`src/rtl/xadac_pkg.sv`:
```
// Shared constants and helpers for xadac datapath blocks.
package xadac_pkg;

    // Legal storage depth range for xadac elastic buffers.
    localparam int unsigned DEPTH_MIN = 1;
    localparam int unsigned DEPTH_MAX = 256;

    // Width of an occupancy counter that must represent 0..depth inclusive.
    function automatic int unsigned cnt_width(input int unsigned depth);
        return $clog2(depth + 1);
    endfunction

    // Width of a pointer addressing depth entries; never narrower than one bit.
    function automatic int unsigned ptr_width(input int unsigned depth);
        return (depth > 1) ? $clog2(depth) : 1;
    endfunction

endpackage

```
`src/rtl/xadac_elastic_buf.sv`:
```
// Elastic buffer for xadac valid/ready channels: circular storage of Depth
// entries, optional fall-through when empty, synchronous flush, occupancy out.
//
// Handshake: a word transfers on a rising clk edge when valid and ready are
// both high on that side. A source may not make valid depend on ready.
// slv_ready is a function of registered state and flush only, so there is no
// combinational path from mst_ready to slv_ready in any mode.
module xadac_elastic_buf
    import xadac_pkg::*;
#(
    parameter type         DataT       = logic,
    parameter int unsigned Depth       = 2,
    parameter bit          FallThrough = 1'b0,
    parameter int unsigned CntW        = cnt_width(Depth)
) (
    input  logic            clk,
    input  logic            rst,
    input  logic            flush,
    input  DataT            slv_data,
    input  logic            slv_valid,
    output logic            slv_ready,
    output DataT            mst_data,
    output logic            mst_valid,
    input  logic            mst_ready,
    output logic [CntW-1:0] usage
);

    localparam int unsigned     PtrW     = ptr_width(Depth);
    localparam logic [PtrW-1:0] LAST_PTR = PtrW'(Depth - 1);
    localparam logic [CntW-1:0] FULL_CNT = CntW'(Depth);

    DataT            mem [Depth];
    logic [PtrW-1:0] rd_ptr;
    logic [PtrW-1:0] wr_ptr;
    logic [CntW-1:0] count;

    logic full;
    logic empty;
    logic bypass;
    logic push;
    logic pop;
    logic wr_en;
    logic rd_adv;

    // Advance a pointer, wrapping explicitly so non-power-of-2 depths work.
    function automatic logic [PtrW-1:0] ptr_incr(input logic [PtrW-1:0] p);
        return (p == LAST_PTR) ? '0 : p + 1'b1;
    endfunction

    // Status, handshake decode and output muxing (bypass only when empty).
    always_comb begin
        full      = (count == FULL_CNT);
        empty     = (count == '0);
        bypass    = FallThrough && empty && !flush;
        slv_ready = !full && !flush;
        if (bypass) begin
            mst_valid = slv_valid;
            mst_data  = slv_data;
        end else begin
            mst_valid = !empty && !flush;
            mst_data  = mem[rd_ptr];
        end
        push   = slv_valid && slv_ready;
        pop    = mst_valid && mst_ready;
        // A bypassed word is consumed straight through: never stored, never counted.
        wr_en  = push && !(bypass && mst_ready);
        rd_adv = pop && !bypass;
    end

    // Pointer, count and storage update; flush outranks push and pop.
    always_ff @(posedge clk or posedge rst) begin
        if (rst) begin
            rd_ptr <= '0;
            wr_ptr <= '0;
            count  <= '0;
            for (int i = 0; i < int'(Depth); i++) begin
                mem[i] <= '0;
            end
        end else if (flush) begin
            // Contents are left in place; only the bookkeeping is cleared.
            rd_ptr <= '0;
            wr_ptr <= '0;
            count  <= '0;
        end else begin
            if (wr_en) begin
                mem[wr_ptr] <= slv_data;
                wr_ptr      <= ptr_incr(wr_ptr);
            end
            if (rd_adv) begin
                rd_ptr <= ptr_incr(rd_ptr);
            end
            case ({wr_en, rd_adv})
                2'b10:   count <= count + 1'b1;
                2'b01:   count <= count - 1'b1;
                default: count <= count;
            endcase
        end
    end

    assign usage = count;

    // Reject illegal depths at elaboration.
    if (Depth < DEPTH_MIN || Depth > DEPTH_MAX) begin : g_depth_chk
        $error("xadac_elastic_buf: Depth %0d outside %0d..%0d", Depth, DEPTH_MIN, DEPTH_MAX);
    end

    // Occupancy can never exceed the storage size.
    a_count_le_depth : assert property (@(posedge clk) disable iff (rst) count <= FULL_CNT)
        else $error("xadac_elastic_buf: count exceeds Depth");

endmodule

```
`config.mk`:
```
export PLATFORM = sky130hd
export DESIGN_NAME = xadac_elastic_buf
export DESIGN_NICKNAME = d
export VERILOG_FILES = /design/src/rtl/xadac_pkg.sv /design/src/rtl/xadac_elastic_buf.sv
export SDC_FILE = /design/constraint.sdc
export NUM_CORES = 1
export LEC_CHECK = 0
export ABC_CLOCK_PERIOD_IN_PS = 2700
export CORE_AREA = 2 2 39 41
export DETAILED_ROUTE_END_ITERATION = 10
export DIE_AREA = 0 0 41 43
export HOLD_SLACK_MARGIN = 0.02
export SYNTH_ARGS = -nofsm -noshare
export SYNTH_HDL_FRONTEND = slang
export SYNTH_SLANG_ARGS = --single-unit
```
`constraint.sdc`:
```
create_clock -name clk -period 2.7 [get_ports clk]
set_clock_uncertainty 0.2 [all_clocks]
set_input_delay 0.54 -clock clk [delete_from_list [all_inputs] [get_ports clk]]
set_output_delay 0.54 -clock clk [all_outputs]
set_load 0.005 [all_outputs]
```
== Word level (Yosys, flattened, before mapping) ==
Index checks and enable logic that the tools add are counted.

* Logic and storage cells: 45
* Output and inout bits: 5
* Register bits: 6

* Order comparisons: 3
* Equality and inequality tests: 3
* Add/sub/neg operators: 4
* Bitwise operators: 3
* Reductions and logical operators: 13
* Multiplexer cells: 14

{| class="wikitable"
|+ Operator list
! operator !! count
|-
| $mux W1 || 10
|-
| $logic_and A1 B1 Y1 || 5
|-
| $eq A2 B2 Y1 const B || 2
|-
| $ge A2 B2 Y1 const B || 2
|-
| $not A1 Y2 || 2
|-
| $pmux W2 S2 || 1
|-
| $reduce_bool A2 Y1 || 2
|-
| $logic_not A1 Y1 || 3
|-
| $reduce_bool A3 Y1 || 1
|-
| $add A1 B1 Y1 const B || 2
|-
| $add A2 B1 Y2 const B || 1
|-
| $bwmux W2 || 1
|-
| $eq A2 B1 Y1 const B || 1
|-
| $logic_not A2 Y1 || 1
|-
| $lt A2 B1 Y1 const B || 1
|-
| $mux W2 || 1
|-
| $reduce_and A2 Y1 || 1
|-
| $sub A2 B1 Y2 const B || 1
|-
| $demux W1 S1 || 1
|-
| $not A1 Y1 || 1
|}

== Longest topological paths before layout ==
Gate-level depths: netlist of run 1.

* Depth after elaboration: 7
* Gate-level depth with buffers: 3
* Mapped depth without buffers: 3

== Least setup slack after synthesis of run 1 ==
No wires, ideal clock.

* Kind: input to register
* Start point: input flush
* End point: register mem[0] (netlist name)
* Data required time: 2.373 ns
* Cell stages on the path: 3
* Setup slack: 0.856 ns
* Buffers on the path: 1
* Library setup time: 0.127 ns
* Data arrival time: 1.516 ns
* Cell sequence: clkbuf_1 or4b_1 mux2_1

* Cells in the longest elaborated chain, start to end: 4
* Elaborated cells between the ends (all ways): 5
* Classes of those cells: 1 x bitwise; 4 x reduce/logical

{| class="wikitable"
|+ Ends and longest elaborated chain
! item !! RTL line !! RTL
|-
| start: declaration || xadac_elastic_buf.sv:18 || <nowiki>input logic flush,</nowiki>
|-
| $logic_not A1 Y1 || xadac_elastic_buf.sv:55 || <nowiki>slv_ready = !full && !flush;</nowiki>
|-
| $logic_and A1 B1 Y1 || xadac_elastic_buf.sv:55 ||
|-
| $logic_and A1 B1 Y1 || xadac_elastic_buf.sv:63 || <nowiki>push = slv_valid && slv_ready;</nowiki>
|-
| $reduce_and A2 Y1 (no line) (*) || - ||
|-
| end signal: indexed assignment || xadac_elastic_buf.sv:86 || <nowiki>mem[wr_ptr] <= slv_data;</nowiki>
|-
| end: declaration || xadac_elastic_buf.sv:32 || <nowiki>DataT mem [Depth];</nowiki>
|}

Every way passes the cells marked *; elsewhere a longest branch is shown, timed or not.
A chain may end at the register's enable or synchronous reset.

== Worst setup path after layout of run 1 ==
* Start point: input flush
* End point: output slv_ready

* Cells in the longest elaborated chain, start to end: 2

{| class="wikitable"
|+ Ends and longest elaborated chain
! item !! RTL line !! RTL
|-
| $logic_not A1 Y1 || xadac_elastic_buf.sv:55 ||
|-
| $logic_and A1 B1 Y1 || xadac_elastic_buf.sv:55 ||
|-
| end: declaration || xadac_elastic_buf.sv:21 || <nowiki>output logic slv_ready,</nowiki>
|}

No other way between the ends.

==> reports/metrics.csv, run 1 <==
stage,metric,value,unit
detailed_routing,post-route antenna net violation count,0,
grt,first-pass GRT wire length,986,µm
clocking,htree depth,1,
die,die height,43,µm
setup_path,"Max FO, Critical Path",3,
clocking,CTS sink cnt,6,
clocking,post_cts resized,0,
yosys,synth warn,0,
setup_path,worst-path cell chain,"clkdlybuf4s50_1, nor2_1, clkdlybuf4s50_1",
sta,Worst Tran Pin Value,0.305,ns
clocking,clk buf depth,2,
yosys,mean post-synth cell area,9.67,µm²
yosys,syn_nets,39,
detailed_routing,DRC violations left,0,
clocking,CTS buffer count,3,
power_and_ir_drop,total power,0.000247,W
yosys,Seq cells post-synth,6,
sta,Fmax,427,MHz
setup_path,WP buf/inv,2,
clocking,# hold bufs at CTS,0,
placement,placed cell areas,443,µm²
sta,final setup TNS,0,ns
placement,GPL Wtd Cong,0.774,
setup_path,crit end category,output port,
placement,dpl hpwl,472,µm
final_layout,area of the multi-input gates,158,µm²
sta,relative slew slack,79.5,%
die,Die W,41,µm
setup_path,crit-path max cell delay,0.50,ns
final_layout,post-route cell area,465,µm²
detailed_routing,WL/cell,10.3,µm
final_layout,n_diodes,0,
detailed_routing,Initial DRT Pass Iterations,2,
die,die area,1760,µm²
setup_path,critical path type,input port to output port,
clocking,clk_lat worst skew,0.25,ns
grt,pin count of the biggest net entering global routing,9,
detailed_routing,Routed WL,638,µm
placement,port bufs,10,
final_layout,fraction of layout cells with a size suffix above 1,13.0,%
yosys,Synth cell types,18,
yosys,"top cells by area, synth","dfrtp_1 47%, mux2_1 7.1%, or4b_1 6.3%",
setup_path,critical path launch point type,input port,
grt,GRT Residual Overflow,0,
final_layout,area grow syn2layout,45.9,%
die,# IOs,11,
yosys,largest area contributor in the netlist,dfrtp_1,
setup_path,"CP delay by family, top",buffers and inverters,
die,Core Region,1380,µm²
grt,initial antenna violation count,0,
sta,fin crit period,2.34,ns
run_status,status,finished clean,
power_and_ir_drop,P_leak,0.191,nW
yosys,Post-Syn Area,319,µm²
sta,fin crit share,86.8,%
power_and_ir_drop,PD cells,530,nW/µm²
clocking,post-CTS setup buffers,0,
detailed_routing,Via-to-Cell Ratio,4.40,
grt,Tot GR Track Use,8.81,%
hold_path,Worst Hold Class,register to register,
flow_run,maxcap violations,0,
sta,Setup Viol. Count Final,0,
detailed_routing,routed vias,273,
detailed_routing,1st-iter DRT viols,4,
clocking,CTS root buf,clkbuf_4,
sta,Pins Over Slew Limit,0,
sta,Worst Slack Setup Final,0.357,ns
sta,final hold viol count,0,
final_layout,Fillers,150,
die,Site Rows,14,
yosys,Post-Syn Instances,33,
power_and_ir_drop,VDD IR max,0.238,mV
final_layout,nets@finish,54,
setup_path,Crit-path slowest cell,clkdlybuf4s50_1,
clocking,Clock transition at path regs,0.05,ns
setup_path,cell repeated most along the worst path,clkdlybuf4s50_1,
placement,post-place setup slack,0.340,ns
die,Initial Util,23.1,%
yosys,sequential share of the synthesized area,47.1,%
sta,RSZ-0062 raised after global routing,false,
clocking,TritonCTS clock tree,built,
grt,number of global-route vias before repair,241,
setup_path,CP Data Required Time,1.96,ns
setup_path,Worst Path Arrival,1.60,ns
yosys,post-synth top area share,47.1,%
final_layout,FF+latch area,150,µm²
-- logic make-up (layout without fill, tap and decap cells) --
logic type                Yosys count  in the layout  synth area share (%)
xor gates and xnor gates            1              1                  2.75
and+or+nand+nor                    13             13                  23.9
muxes                               3              3                  10.6
DFF                                 6              6                  47.1
AOI/OAI and AO/OA                   7              7                  12.2
buffers and inverters               3             16                  3.53
-- cell usage in the layout (no fill, tap or decap), drive strengths merged --
master         count
nand3b             1
a21oi              2
nor2               5
clkbuf             3
nand2              1
clkdlybuf4s50     10
dfrtp              6
nor4               1
a31oi              1
mux2               3
o21ai              3
nor2b              1
or4b               2
nand3              1
xor2               1
a22oi              1
or3                1
inv                2
buf                1
-- cells in the mapped netlist --
cell type	n
mux2_1	2
nor2_1	5
inv_1	2
nor2b_2	1
or4b_1	2
nand3_1	1
xor2_1	1
o21ai_0	3
mux2_2	1
nor4_1	1
or3_1	1
nand2_1	1
a31oi_1	1
a21oi_1	2
clkbuf_1	1
a22oi_1	1
dfrtp_1	6
nand3b_1	1
-- worst paths after layout --
path | slack (ns) | cells after the start | to | start
max in group asynchronous | 1.81 | 2 | wr_ptr | rst
hold reg to reg | 0.29 | 1 | mem[1] | mem[1]
min in group asynchronous | 0.30 | 2 | mem[1] | rst
hold / removal | 0.29 | 1 | mem[1] | mem[1]
setup / recovery | 0.36 | 3 | slv_ready | flush
setup reg to reg | 0.93 | 3 | mem[0] | usage[1]
-- power by group --
group / internal [W] / leakage [nW] / switching, W / total, W
clock: 0.0000504 / 0.0138 / 0.0000337 / 0.0000841
combinational: 0.0000339 / 0.100 / 0.0000184 / 0.0000523
sequential: 0.000102 / 0.0769 / 0.00000840 / 0.000110
-- stage by stage --
| stage | instances | hold slack, ns | util [%] |
|---|---|---|---|
| 6_report | 62 | 0.286 | 33.6 |
| 5_1_grt | 62 | 0.316 | 33.6 |
| 4_1_cts | 62 | 0.294 | 33.6 |
| 3_5_place_dp | 59 | 0.283 | 32.0 |
| 3_3_place_gp | 59 | 0.268 | 32.0 |
| 2_1_floorplan | 33 | 0.131 | - |
-- state kept, by name, indices dropped and copies added (netlist names) --
register,flops
mem,2
wr_ptr,1
usage,2
rd_ptr,1
-- routing by layer --
| metal | wire [µm] | GRT usage [%] | share of wire (%) |
|---|---|---|---|
| met5 | 0 | 0 | 0 |
| met4 | 5 | 4.00 | 0.78 |
| met3 | 43 | 6.28 | 6.7 |
| met2 | 277 | 10.6 | 43 |
| met1 | 312 | 11.6 | 49 |
-- area by class of cell --
| cell class | instances | area share (%) |
|---|---|---|
| flip-flops and latches | 6 | 32.3 |
| clock buffers | 3 | 4.84 |
| repair buffers | 11 | 23.1 |
| inverters | 2 | 1.61 |
| multi-input cells | 24 | 33.9 |
| well taps | 16 | 4.30 |
(Power assumes the default switching activity.)
==> inputs of run 2 (changes only) <==
==> constraint.sdc (replaced) <==
create_clock -name clk -period 2.7 [get_ports clk]
set_clock_uncertainty 0.2 [all_clocks]
set_input_delay 0.27 -clock clk [delete_from_list [all_inputs] [get_ports clk]]
set_output_delay 0.27 -clock clk [all_outputs]
set_load 0.005 [all_outputs]
==> run 2 against run 1 <==
Compared with the run above:
- clock power is 4.0% lower
- largest power group unchanged
- count of clock-buffer cells in the layout unchanged
- register-to-register slack barely moved
==> reports/metrics.csv, run 2 (synthesized netlist as in run 1, its figures left out) <==
stage,metric,value,unit
setup_path,crit-path max cell delay,0.51,ns
detailed_routing,Initial DRT Pass Iterations,4,
final_layout,"non-filler cells, final",61,
grt,Tot GR Track Use,9.29,%
setup_path,"Max FO, Critical Path",7,
detailed_routing,met2 wire length,296,µm
detailed_routing,1st-iter DRT viols,2,
die,die height,43,µm
clocking,Clock transition at path regs,0.04,ns
clocking,htree depth,1,
grt,initial antenna violation count,0,
setup_path,critical path type,register to output port,
setup_path,R2R Setup Slk,0.92,ns
clocking,CTS root buf,clkbuf_4,
sta,Worst Tran Pin Value,0.281,ns
setup_path,CP Data Required Time,2.23,ns
sta,final hold viol count,0,
sta,Pins Over Slew Limit,0,
power_and_ir_drop,PD cells,530,nW/µm²
final_layout,n_diodes,0,
setup_path,critical path launch point type,register,
clocking,post_cts resized,0,
setup_path,"CP delay by family, top",buffers and inverters,
sta,RSZ-0062 raised after global routing,false,
sta,fin crit share,72.7,%
detailed_routing,DR WL met3,48,µm
grt,first-pass GRT wire length,1.05,mm
detailed_routing,WL/cell,10.3,µm
die,Die W,41,µm
clocking,CTS sink cnt,6,
die,# IOs,11,
grt,number of global-route vias before repair,257,
placement,dpl cells,58,
detailed_routing,Routed WL,630,µm
sta,Setup Viol. Count Final,0,
setup_path,worst-path cell chain,"nor2b_2, nor2_1, clkdlybuf4s50_1",
sta,Fmax,509,MHz
clocking,TritonCTS clock tree,built,
grt,GRT Residual Overflow,0,
power_and_ir_drop,P_leak,0.186,nW
die,die area,1760,µm²
detailed_routing,DRC violations left,0,
sta,Worst Slack Setup Final,0.736,ns
detailed_routing,top sig layer,met3,
run_status,status,finished clean,
die,Site Rows,14,
clocking,CTS buffer count,3,
detailed_routing,Via-to-Cell Ratio,4.67,
clocking,clk buf depth,2,
sta,fin crit period,1.96,ns
flow_run,maxcap violations,0,
die,Core Region,1380,µm²
grt,pin count of the biggest net entering global routing,9,
setup_path,crit end category,output port,
sta,final hold slack,0.0470,ns
detailed_routing,post-route antenna net violation count,0,
placement,GPL Wtd Cong,0.769,
clocking,# hold bufs at CTS,0,
hold_path,Worst Hold Class,input port to asynchronous set/reset pin,
power_and_ir_drop,VDD IR max,0.263,mV
placement,post-place setup slack,0.600,ns
final_layout,area grow syn2layout,43.5,%
final_layout,final core utilization,33.1,%
detailed_routing,routed vias,285,
clocking,clk_lat worst skew,0.24,ns
sta,final setup TNS,0,ns
placement,dpl hpwl,451,µm
setup_path,Worst Path Arrival,1.49,ns
final_layout,"commonest non-fill, non-tap cells in the layout","10 x clkdlybuf4s50_1, 6 x dfrtp_1, 5 x nor2_1",
die,Initial Util,23.1,%
final_layout,fraction of layout cells with a size suffix above 1,11.1,%
setup_path,Crit-path slowest cell,clkdlybuf4s50_1,
clocking,post-CTS setup buffers,0,
detailed_routing,wl on met1,285,µm
sta,relative slew slack,81.1,%
placement,port bufs,10,
final_layout,nets@finish,53,
setup_path,WP buf/inv,1,
final_layout,"most common cell after layout, fill and taps aside",clkdlybuf4s50_1,
## run 2: worst paths after layout
kind	endpoint	cells past startpoint	start
setup / recovery	slv_ready	3	usage[1]
hold / removal	rd_ptr	2	rst
setup reg to reg	mem[0]	3	usage[1]
hold reg to reg	mem[1]	1	mem[1]
max in group asynchronous	usage[0]	2	rst
min in group clk	mem[1]	1	mem[1]
## run 2: per-stage QoR
step | total power (W) | area, µm²
after floorplan | 0.000135 | 319
after global placement | 0.000162 | 435
after detailed placement | 0.000164 | 435
after CTS | 0.000248 | 458
after global routing | 0.000261 | 458
final | 0.000243 | 458
## run 2: final cells by class
class / count / area [µm²]
Sequential cell: 6 / 150
Tap cell: 16 / 20.0
Clock buffer: 3 / 22.5
Multi-Input combinational cell: 24 / 158
Timing Repair Buffer: 10 / 100
Fill cell: 137 / 926
Inverter: 2 / 7.51
## run 2: routing by layer
layer / track usage, % / vias to the layer above
met5: 0 / -
met4: 4.00 / 0
met3: 7.85 / 0
met2: 10.6 / 10
met1: 12.1 / 130
li1: - / 145
## run 2: report_power, final
part           switching [W]  internal [W]
Clock              0.0000305     0.0000502
Combinational      0.0000187     0.0000329
Sequential        0.00000860      0.000102
